[src/rtl/cm0_dap_cdc_recv_handshake_pkg.sv]
// Shared definitions for the DAP CDC receive handshake: FSM encoding and
// synchroniser depth limits.
package cm0_dap_cdc_recv_handshake_pkg;

    typedef enum logic [1:0] {
        IDLE = 2'b00,
        HOLD = 2'b01,
        ACKH = 2'b10
    } recv_state_e;

    localparam int unsigned SYNC_STAGES_MIN = 2;
    localparam int unsigned SYNC_STAGES_MAX = 4;

    // Out-of-range depths are pulled back into the supported window.
    function automatic int unsigned sync_stages_clamp(input int unsigned n);
        if (n < SYNC_STAGES_MIN) return SYNC_STAGES_MIN;
        if (n > SYNC_STAGES_MAX) return SYNC_STAGES_MAX;
        return n;
    endfunction

endpackage

[src/rtl/cm0_dap_cdc_sync.sv]
// Flop chain with synchronous active-low reset. Used both as the REQ
// synchroniser and, at depth 1, as the dedicated ACK launch flop.
module cm0_dap_cdc_sync #(
    parameter int unsigned STAGES = 2
) (
    input  logic clk,
    input  logic rstn,
    input  logic d,
    output logic q
);

    logic [STAGES-1:0] ff;

    always_ff @(posedge clk) begin
        if (!rstn) begin
            ff <= '0;
        end else begin
            ff[0] <= d;
            for (int i = 1; i < STAGES; i++) begin
                ff[i] <= ff[i-1];
            end
        end
    end

    assign q = ff[STAGES-1];

endmodule

[src/rtl/cm0_dap_cdc_recv_handshake.sv]
// Receive end of the DAP four-phase CDC handshake: synchronises REQ, captures
// the crossing word, offers it on valid/ready and returns ACK from a flop.
module cm0_dap_cdc_recv_handshake
    import cm0_dap_cdc_recv_handshake_pkg::*;
#(
    parameter int unsigned DW          = 32,
    parameter int unsigned SYNC_STAGES = 2,
    parameter bit          PRESENT     = 1'b1
) (
    input  logic          REGCLK,
    input  logic          REGRESETn,
    input  logic          REQ_ASYNC,
    input  logic [DW-1:0] DATA_ASYNC,
    input  logic          RREADY,
    output logic          RVALID,
    output logic [DW-1:0] RDATA,
    output logic          ACK,
    output logic          PROTERR
);

    if (PRESENT) begin : g_present
        localparam int unsigned NSYNC = sync_stages_clamp(SYNC_STAGES);

        logic          req_s;
        recv_state_e   state;
        logic          rvalid_q;
        logic [DW-1:0] rdata_q;
        logic          proterr_q;
        logic          ack_d;
        logic          ack_q;

        cm0_dap_cdc_sync #(.STAGES(NSYNC)) u_req_sync (
            .clk  (REGCLK),
            .rstn (REGRESETn),
            .d    (REQ_ASYNC),
            .q    (req_s)
        );

        // ACK leaves the domain straight from this flop's Q, so its D is
        // derived from the state transition rather than decoded afterwards.
        cm0_dap_cdc_sync #(.STAGES(1)) u_ack_ff (
            .clk  (REGCLK),
            .rstn (REGRESETn),
            .d    (ack_d),
            .q    (ack_q)
        );

        always_comb begin
            ack_d = ack_q;
            case (state)
                IDLE:    ack_d = 1'b0;
                HOLD:    if (RREADY) ack_d = 1'b1;
                ACKH:    if (!req_s) ack_d = 1'b0;
                default: ack_d = 1'b0;
            endcase
        end

        always_ff @(posedge REGCLK) begin
            if (!REGRESETn) begin
                state     <= IDLE;
                rvalid_q  <= 1'b0;
                rdata_q   <= '0;
                proterr_q <= 1'b0;
            end else begin
                case (state)
                    IDLE: begin
                        if (req_s) begin
                            rdata_q  <= DATA_ASYNC;
                            rvalid_q <= 1'b1;
                            state    <= HOLD;
                        end
                    end
                    HOLD: begin
                        // Sender withdrew before delivery; still finish the word.
                        if (!req_s) proterr_q <= 1'b1;
                        if (RREADY) begin
                            rvalid_q <= 1'b0;
                            state    <= ACKH;
                        end
                    end
                    ACKH: begin
                        if (!req_s) state <= IDLE;
                    end
                    default: begin
                        rvalid_q <= 1'b0;
                        state    <= IDLE;
                    end
                endcase
            end
        end

        assign RVALID  = rvalid_q;
        assign RDATA   = rdata_q;
        assign ACK     = ack_q;
        assign PROTERR = proterr_q;

`ifdef ARM_ASSERT_ON
        a_req_known : assert property (@(posedge REGCLK) disable iff (!REGRESETn)
            !$isunknown(req_s));
        a_rready_known : assert property (@(posedge REGCLK) disable iff (!REGRESETn)
            rvalid_q |-> !$isunknown(RREADY));
        a_ack_req_low : assert property (@(posedge REGCLK) disable iff (!REGRESETn)
            (ack_q && !req_s) |-> (state == ACKH));
`endif
    end else begin : g_absent
        logic unused_inputs;
        assign unused_inputs = ^{REGCLK, REGRESETn, REQ_ASYNC, DATA_ASYNC, RREADY};

        assign RVALID  = 1'b0;
        assign RDATA   = '0;
        assign ACK     = 1'b0;
        assign PROTERR = 1'b0;
    end

endmodule

[config.mk]
export PLATFORM = sky130hd
export DESIGN_NAME = cm0_dap_cdc_recv_handshake
export DESIGN_NICKNAME = d
export VERILOG_FILES = /design/src/rtl/cm0_dap_cdc_recv_handshake_pkg.sv /design/src/rtl/cm0_dap_cdc_sync.sv /design/src/rtl/cm0_dap_cdc_recv_handshake.sv
export SDC_FILE = /design/constraint.sdc
export NUM_CORES = 1
export LEC_CHECK = 0
export BUFFER_PORTS_ARGS = -buffer_cell sky130_fd_sc_hd__buf_4
export CELL_PAD_IN_SITES_DETAIL_PLACEMENT = 1
export CELL_PAD_IN_SITES_GLOBAL_PLACEMENT = 2
export CORE_UTILIZATION = 25
export DETAILED_ROUTE_END_ITERATION = 8
export PLACE_DENSITY = 0.88
export SYNTH_ARGS = -nofsm -noshare
export SYNTH_HDL_FRONTEND = slang
export SYNTH_SLANG_ARGS = --single-unit
[constraint.sdc]
create_clock -name REGCLK -period 1.45 [get_ports REGCLK]
set_input_delay 0.0725 -clock REGCLK [delete_from_list [all_inputs] [get_ports REGCLK]]
set_output_delay 0.0725 -clock REGCLK [all_outputs]
set_load 0.03 [all_outputs]
==> results_dict.tcl, run 1 <==
set metrics [dict create \
    dp_slack_ps 156 \
    ctsResizeCount 0 \
    ys_seq_elements 39 \
    layout_commonest_cell "buf_4" \
    tightest_slew_ps 351 \
    pin_count 71 \
    p_leak_nw 0.976 \
    hp-class "primary input to flip-flop" \
    htree_levels 2 \
    wl_per_cell_um 11.5 \
    yosysWarningCount 0 \
    worstSetupStartpointType "flip-flop" \
    worstSetupPathType "flip-flop to flip-flop" \
    reg2reg_from "g_present.u_req_sync.ff[1]" \
    yosysUniqueCellTypes 21 \
    worstHoldStart "DATA_ASYNC[8]" \
    clkPwrFrac_pct 38.5 \
    cts_tree "built" \
    grt_pass1_vias 1260 \
    layout_common_cells "70 x buf_4, 39 x dfxtp_1, 34 x nand2_1" \
    reg2reg_depth 4 \
    fp.dieH_um 79.8 \
    insertion_delay_ps 280 \
    netlist.area_leader.share_pct 51.6 \
    grt_usage_pct 11.9 \
    slew_headroom_pct 76.0 \
    synth_area_leader_cell "dfxtp_1" \
    postCtsSetupBuffers 0 \
    dr_total_vias 1337 \
    hold_buffers 0 \
    ant_nets 0 \
    peakVddDrop_mv 0.348 \
    place_area_um2 2090 \
    layout-drive-gt1-share_pct 44.7 \
    clkSinkCount 39 \
    power.density_nw_per_um2 1080 \
    syn-num-nets 204 \
    coreArea_um2 5680 \
    period_share_pct 89.2 \
    clk_pin_slew_ps 80 \
    drtIter0Drc 40 \
    switching_power_mw 0.573 \
    drt_wl_total_um 3540 \
    netlist_instances 168 \
    end_kind "flip-flop" \
    avgSynthCellArea_um2 9.00 \
    maxCapViolCount 0 \
    antenna_found_initial 0 \
    design_area_um2 2210 \
    cts_root_buffer "clkbuf_8" \
    gp_congestion 0.692 \
    internal_power_mw 1.82 \
    min_to "RDATA[8]" \
    num_rows 27 \
    die_width_um 79.8 \
    num_antenna_cells 0 \
    finalSetupViolations 0 \
    fmax_mhz 773 \
    area_delta_synth_final_pct 46.0 \
    avgViaCountPerCell 4.36 \
    dp_hpwl_um 2550 \
    rsz0062_at_grt "false" \
    grt_start_max_net_pins 46 \
    worst_slack_ps 156 \
    grt_pass1_wl_um 5810 \
    r2r_end "RDATA[21]" \
    slew_violations 0 \
    ys_seq_area_share_pct 51.6 \
    clock_path_buffers 2 \
    initial_core_util_pct 26.7 \
    fin_nets 270 \
    worst_ep_required_time_ps 1620 \
    seq_power_share_pct 47.4 \
    yosys-top-cells-area "dfxtp_1 52%, o21ai_2 13%, nand3_1 11%, nand2_1 8.4%, buf_6 4.5%" \
    port_buffers 70 \
    numCtsBuffers 5 \
    skew_ps 6.27 \
    hold_viol 0 \
    status "complete, no violations" \
    critPathArrivalTime_ps 1460 \
    swShare_pct 24.0 \
    firstDrtPassIters 4 \
    crit_fanout 35 \
    fin_tns_setup_ps 0 \
    reg2reg_slack_ps 160 \
    drc 0 \
    combPwrFrac_pct 14.1 \
    fin_crit_ps 1290 \
    fillCellCount 682 \
    grt_overflow 0 \
    dieArea_um2 6370 \
    hold_path_depth 3 \
    syn-cell-area_um2 1510 \
]
## flip-flops by register name, summed over array words and instances (netlist names)
| signal | count |
|---|---|
| g_present.state | 2 |
| g_present.u_req_sync.ff | 2 |
| PROTERR | 1 |
| RDATA | 32 |
| RVALID | 1 |
| g_present.u_ack_ff.q | 1 |
## routing by layer
metal | track usage (%) | share of wire [%]
met5 | 0 | 0
met3 | 5.37 | 7.6
met1 | 13.4 | 43
met4 | 4.29 | 0.82
met2 | 19.7 | 49
## power groups by stage
stage | logic, mW | registers (mW) | clock network, mW
floorplan | 0.124 | 1.22 | 0
global placement | 0.338 | 1.16 | 0
detailed placement | 0.343 | 1.16 | 0
CTS | 0.343 | 1.13 | 0.964
global route | 0.368 | 1.14 | 1.01
finish | 0.337 | 1.13 | 0.920
## synth_stat cells, drive strengths merged
cell type / n
inv: 2
a2111oi: 1
and2: 2
nand4b: 1
a21oi: 3
buf: 10
dfxtp: 39
or3b: 1
nor2: 3
clkbuf: 4
a2bb2oi: 1
o21ai: 34
nand3: 32
nand2: 34
nor2b: 1
## critical path, cell delays in order, from the launching register on
cell and delay (ps):
dfxtp_1 400, or3b_4 440, buf_12 190, nand3_1 90
o21ai_0 70
## cell type report
| type | instances | area [um^2] | area share [%] |
|---|---|---|---|
| repair buffers | 73 | 586 | 26.5 |
| inverters | 2 | 7.51 | 0.340 |
| clock inverters | 2 | 35.0 | 1.59 |
| multi-input cells | 113 | 627 | 28.4 |
| flip-flops and latches | 39 | 781 | 35.4 |
| clock buffers | 6 | 82.6 | 3.74 |
| well taps | 72 | 90.1 | 4.08 |
## logic make-up (layout without fill, tap and decap cells)
logic type             count (synthesis)  in the layout  share of synthesized area (%)
AND/OR/NAND/NOR                       74             74                           22.2
AO/OA/AOI/OAI                         39             39                           19.1
flip-flops                            39             39                           51.6
buffers and inverters                 16             83                           7.11
## stage by stage
step	power, mW	hold WS (ps)	cells	util (%)
2_1_floorplan	1.35	189	168	-
3_3_place_gp	1.50	296	299	36.8
3_5_place_dp	1.50	308	299	36.8
4_1_cts	2.44	13.1	307	38.9
5_1_grt	2.51	11.8	307	38.9
6_report	2.39	28.1	307	38.9
## worst max-delay path by stage
stage                               startpoint         to  slack [ps]  cells after the start
floorplan           g_present.u_req_sync.ff[1]  RDATA[11]         190                      5
global placement            g_present.state[0]  RDATA[21]         200                      4
global route        g_present.u_req_sync.ff[1]  RDATA[21]          90                      4
detailed placement  g_present.u_req_sync.ff[1]  RDATA[21]         160                      4
CTS                 g_present.u_req_sync.ff[1]  RDATA[21]         140                      4
finish              g_present.u_req_sync.ff[1]  RDATA[21]         160                      4
Note: power is estimated with default switching activity, not from simulation.
==> run 2: changes to the inputs <==
--- a/config.mk
+++ b/config.mk
@@ -8,6 +8,7 @@
 export BUFFER_PORTS_ARGS = -buffer_cell sky130_fd_sc_hd__buf_4
 export CELL_PAD_IN_SITES_DETAIL_PLACEMENT = 1
 export CELL_PAD_IN_SITES_GLOBAL_PLACEMENT = 2
+export CORE_ASPECT_RATIO = 0.75
 export CORE_UTILIZATION = 25
 export DETAILED_ROUTE_END_ITERATION = 8
 export PLACE_DENSITY = 0.88
==> run 2 against run 1 <==
Net effect: sequential cell count did not move; utilization fell by 0.21 points; die area barely moved; combinational power rose by 2%; design area rose by 2.1%; clock skew rose by 2.7 ps; non-clock buffer count rose by 6; global-route usage rose by 0.13 points; power rose by 6.4%; largest cell class unchanged; highest routed layer unchanged; clock-buffer cell count fell by 1; first-iteration DRC count fell by 48%.
==> results_dict.tcl, run 2 (synthesized netlist as in run 1, its figures left out) <==
set metrics [dict create \
    ctsResizeCount 0 \
    postCtsSetupBuffers 0 \
    min_to "RDATA[0]" \
    r2r_end "RDATA[8]" \
    fin_crit_ps 1360 \
    critPathBufInv 1 \
    worstSetupStartpointType "flip-flop" \
    tightest_slew_ps 410 \
    period_share_pct 94.1 \
    end_kind "flip-flop" \
    grt_pass1_vias 1378 \
    critPathSlowestCell "or3b_2" \
    skew_ps 8.97 \
    numCtsBuffers 5 \
    grt_pass1_wl_um 6150 \
    clkPwrFrac_pct 42.1 \
    hold_viol 0 \
    cp-startpoint "g_present.u_req_sync.ff[1]" \
    cts_root_buffer "clkbuf_8" \
    busiest_layer "met2" \
    reg2reg_slack_ps 90 \
    slew_headroom_pct 72.0 \
    num_antenna_cells 0 \
    drc 0 \
    fin_tns_setup_ps 0 \
    swShare_pct 23.4 \
    crit_fanout 17 \
    area_delta_synth_final_pct 49.0 \
    met1_usage_pct 15.0 \
    finalSetupViolations 0 \
    p_leak_nw 0.996 \
    seq_power_share_pct 44.5 \
    largest_reg_flops 32 \
    wl_per_cell_um 11.5 \
    antenna_found_initial 0 \
    switching_power_mw 0.595 \
    insertion_delay_ps 290 \
    maxCapViolCount 0 \
    port_buffers 70 \
    combPwrFrac_pct 13.5 \
    critPathArrivalTime_ps 1540 \
    clkSinkCount 39 \
    layout_common_cells "77 x buf_4, 39 x dfxtp_1, 34 x nand2_1" \
    dr_total_vias 1385 \
    drt_wl_total_um 3650 \
    num_rows 24 \
    die_width_um 91.8 \
    pin_count 71 \
    hp-class "primary input to flip-flop" \
    coreArea_um2 5830 \
    cts_tree "built" \
    slew_violations 0 \
    fp.dieH_um 69.4 \
    internal_power_mw 1.95 \
    hold_path_depth 3 \
    status "complete, no violations" \
    crit_family "simple AND/OR/NAND/NOR gates" \
    dp_hpwl_um 2650 \
    path_cells "or3b_2 -> buf_4 -> nand3_1 -> o21ai_2" \
    grt_usage_pct 12.0 \
    reg2reg_depth 4 \
    firstDrtPassIters 2 \
    whs_ps 23.7 \
    grt_overflow 0 \
    worstHoldStart "DATA_ASYNC[0]" \
    fmax_mhz 733 \
    avgViaCountPerCell 4.34 \
    use_met3_pct 4.50 \
    worst_ep_required_time_ps 1620 \
    fin_nets 276 \
    htree_levels 2 \
    drtIter0Drc 21 \
    power.density_nw_per_um2 1130 \
    worstSetupPathType "flip-flop to flip-flop" \
    peakVddDrop_mv 0.575 \
    clock_path_buffers 2 \
    dieArea_um2 6370 \
    max_stage_delay_ps 510 \
    initial_core_util_pct 26.0 \
    grt_start_max_net_pins 37 \
    gp_congestion 0.699 \
    grtUsageMet2_pct 19.9 \
    layout-drive-gt1-share_pct 45.6 \
    ant_nets 0 \
    clk_pin_slew_ps 80 \
    rsz0062_at_grt "false" \
    layout_commonest_cell "buf_4" \
    reg2reg_from "g_present.u_req_sync.ff[1]" \
]
## run 2: how the worst max path moves through the flow
stage / end / slack (ps) / cells past startpoint
2_1_floorplan: RDATA[11] / 190 / 5
5_1_grt: RDATA[7] / 30 / 4
3_5_place_dp: RDATA[5] / 100 / 4
3_3_place_gp: RDATA[7] / 130 / 4
4_1_cts: RDATA[5] / 80 / 4
6_report: RDATA[8] / 90 / 4
## run 2: worst register-to-register path, cell delays in order, from the launching register on
cell,delay [ps]
dfxtp_1,330
or3b_2,510
buf_4,230
nand3_1,120
o21ai_2,50
## run 2: per-layer routing
metal | vias to the layer above | part of all wire [%] | wire length, um
met2 | 47 | 44 | 1600
met3 | 2 | 8.0 | 291
li1 | 720 | - | -
met4 | 0 | 0.30 | 11
met5 | - | 0 | 0
met1 | 616 | 48 | 1750
## run 2: repair_timing
item,4_1_cts,5_1_grt
endpoints found under the setup margin,0,0
hold buffers,1,0
hold endpoints to repair,1,0
## run 2: power groups by stage
stage               Combinational [mW]  Clock, mW  Sequential [mW]
floorplan                        0.124          0             1.22
global placement                 0.340          0             1.16
detailed placement               0.346          0             1.16
CTS                              0.348       1.10             1.13
global route                     0.374       1.15             1.14
finish                           0.343       1.07             1.13
## run 2: through the flow
step	setup WS [ps]	util (%)	power [mW]	instances	area, um^2
detailed placement	103	36.2	1.50	310	2110
finish	85.8	38.7	2.54	319	2250
floorplan	191	-	1.35	168	1510
global route	25.6	38.7	2.66	319	2250
CTS	83.1	38.7	2.58	319	2250
global placement	133	36.2	1.50	310	2110
## run 2: area by class of cell
class	count	area, um^2
fill	695	3570
sequential	39	781
multi-input combinational	113	624
timing repair buffer	79	608
tap	78	97.6
clock buffer	5	68.8
clock inverter	3	67.6
inverter	2	7.51
==> run 3: changes to the inputs <==
--- a/config.mk
+++ b/config.mk
@@ -5,13 +5,14 @@
 export SDC_FILE = /design/constraint.sdc
 export NUM_CORES = 1
 export LEC_CHECK = 0
+export ABC_AREA = 1
 export BUFFER_PORTS_ARGS = -buffer_cell sky130_fd_sc_hd__buf_4
 export CELL_PAD_IN_SITES_DETAIL_PLACEMENT = 1
 export CELL_PAD_IN_SITES_GLOBAL_PLACEMENT = 2
 export CORE_ASPECT_RATIO = 0.75
-export CORE_UTILIZATION = 25
+export CORE_UTILIZATION = 24
 export DETAILED_ROUTE_END_ITERATION = 8
-export PLACE_DENSITY = 0.88
+export PLACE_DENSITY = 0.89
 export SYNTH_ARGS = -nofsm -noshare
 export SYNTH_HDL_FRONTEND = slang
 export SYNTH_SLANG_ARGS = --single-unit
==> run 3 against run 2 <==
Net effect: clock-buffer cell count grew 3; non-clock buffer count shrank 4; combinational power grew 37%; sequential power is essentially flat; critical path type unchanged; setup slack gained 300 ps; synthesized area grew 13%; largest cell class unchanged; worst hold slack gained 55 ps.
==> results_dict.tcl, run 3 <==
set metrics [dict create \
    fin_crit_ps 1060 \
    syn-num-nets 285 \
    num_rows 26 \
    initial_core_util_pct 25.0 \
    synth_flop_cell "dfxtp_1" \
    synth_commonest_cells "42 x inv_1, 42 x nand2_1, 39 x dfxtp_1, 35 x a21oi_1, 35 x nor2_1" \
    switching_power_mw 0.644 \
    grt_start_max_net_pins 42 \
    ys_seq_elements 39 \
    numCtsBuffers 5 \
    power.density_nw_per_um2 994 \
    synthMuxAreaShare_pct 0 \
    rsz0062_at_grt "false" \
    seq_power_share_pct 48.1 \
    insertion_delay_ps 270 \
    hold_path_depth 4 \
    largest_reg_flops 32 \
    firstDrtPassIters 4 \
    synth_xor_area_share_pct 0 \
    end_kind "flip-flop" \
    yosysWarningCount 0 \
    drtIter0Drc 39 \
    p_leak_nw 1.24 \
    clk_pin_slew_ps 70 \
    fp.dieH_um 75.2 \
    avgViaCountPerCell 4.14 \
    clkSinkCount 39 \
    antenna_found_initial 0 \
    synth_area_leader_cell "dfxtp_1" \
    worst_ep_required_time_ps 1630 \
    status "complete, no violations" \
    ant_nets 0 \
    skew_ps 3.78 \
    num_antenna_cells 0 \
    coreArea_um2 6860 \
    yosys.area_share.simple_pct 27.2 \
    netlist.area_leader.share_pct 45.5 \
    internal_power_mw 1.77 \
    synth_compound_area_share_pct 11.0 \
    htree_levels 2 \
    hold_buffers 1 \
    dr_total_vias 1700 \
    hold_viol 0 \
    worstSetupPathType "flip-flop to flip-flop" \
    layout-drive-gt1-share_pct 26.8 \
    pin_count 71 \
    yosysUniqueCellTypes 14 \
    drt_wl_total_um 4330 \
    dieArea_um2 7490 \
    cts_root_buffer "clkbuf_8" \
    yosys-top-cells-area "dfxtp_1 46%, a21oi_1 10%, nand3_1 9.9%, inv_1 9.2%, nand2_1 9.2%" \
    grt_pass1_wl_um 7270 \
    async_reset_ff_share_pct 0 \
    die_width_um 99.6 \
    clock_path_buffers 2 \
    top_layer "met4" \
    p_total_mw 2.41 \
    period_share_pct 73.1 \
    yosys.area_share.adder_pct 0 \
    port_buffers 70 \
    finalSetupViolations 0 \
    crit_fanout 35 \
    synth_edf_count 0 \
    ys_seq_area_share_pct 45.5 \
    clkPwrFrac_pct 32.4 \
    dp_hpwl_um 3130 \
    tightest_slew_ps 398 \
    grt_pass1_vias 1622 \
    layout_commonest_cell "buf_4" \
    cts_tree "built" \
    wl_met2_um 1970 \
    hp-class "primary input to flip-flop" \
    grt_usage_pct 12.1 \
    wl_per_cell_um 10.5 \
    fin_nets 348 \
    swShare_pct 26.7 \
    maxCapViolCount 0 \
    synth_top_family_by_area "simple AND/OR/NAND/NOR gates" \
    avgSynthCellArea_um2 6.88 \
    layout_common_cells "71 x buf_4, 42 x inv_1, 42 x nand2_1" \
    met3_length_um 170 \
    peakVddDrop_mv 0.331 \
    postCtsSetupBuffers 0 \
    netlist_instances 249 \
    reg2reg_depth 5 \
    critPathArrivalTime_ps 1240 \
    drt-met1-wl_um 2170 \
    slew_headroom_pct 73.5 \
    combPwrFrac_pct 19.5 \
    area_delta_synth_final_pct 41.5 \
    syn-cell-area_um2 1710 \
    fmax_mhz 943 \
    worstSetupStartpointType "flip-flop" \
    grt_overflow 0 \
    drc 0 \
    slew_violations 0 \
    ctsResizeCount 0 \
    fin_tns_setup_ps 0 \
    gp_congestion 0.681 \
]
==> run 3: worst paths after layout <==
path | startpoint | end | slack [ps]
setup / recovery | g_present.state[0] | RDATA[25] | 390
hold reg to reg | g_present.u_req_sync.ff[0] | g_present.u_req_sync.ff[1] | 420
setup reg to reg | g_present.state[0] | RDATA[25] | 390
hold / removal | RREADY | g_present.state[0] | 80
==> run 3: final cells by class <==
class	instances	area, um^2
Clock buffer	8	100
Fill cell	876	4440
Inverter	42	158
Multi-Input combinational cell	149	659
Sequential cell	39	782
Tap cell	98	123
Timing Repair Buffer	75	603
==> run 3: cell families after synthesis <==
| kind of cell | after synthesis |
|---|---|
| compound gates | 37 |
| buf+inv | 61 |
| flops | 39 |
| simple gates | 112 |
==> run 3: power by group through the flow <==
stage          combinational (mW)  sequential, mW  clock, mW
6_report                    0.469            1.16      0.780
5_1_grt                     0.519            1.17      0.867
4_1_cts                     0.479            1.16      0.825
3_5_place_dp                0.477            1.19          0
3_3_place_gp                0.465            1.18          0
2_1_floorplan               0.186            1.28          0
==> run 3: metrics by stage <==
step	util (%)	worst slack [ps]	hold WS (ps)	cell area, um^2	instances
6_report	35.3	389	78.5	2420	411
4_1_cts	35.3	376	70.3	2420	411
2_1_floorplan	-	441	170	1710	249
5_1_grt	35.3	271	72.5	2420	411
3_5_place_dp	33.7	386	266	2310	402
3_3_place_gp	33.7	424	266	2310	402
==> run 3: layer usage <==
layer	global-route usage, %	vias up
met5	0	-
met4	2.94	0
met3	2.97	2
met2	20.9	37
met1	15.5	772
li1	-	889
==> run 3: worst max-delay path: stages, from the launching register on <==
cell and delay [ps]:
dfxtp_1 360, nor2_4 180, buf_12 200, nand3_1 90
nand2_1 70, nor2_1 40
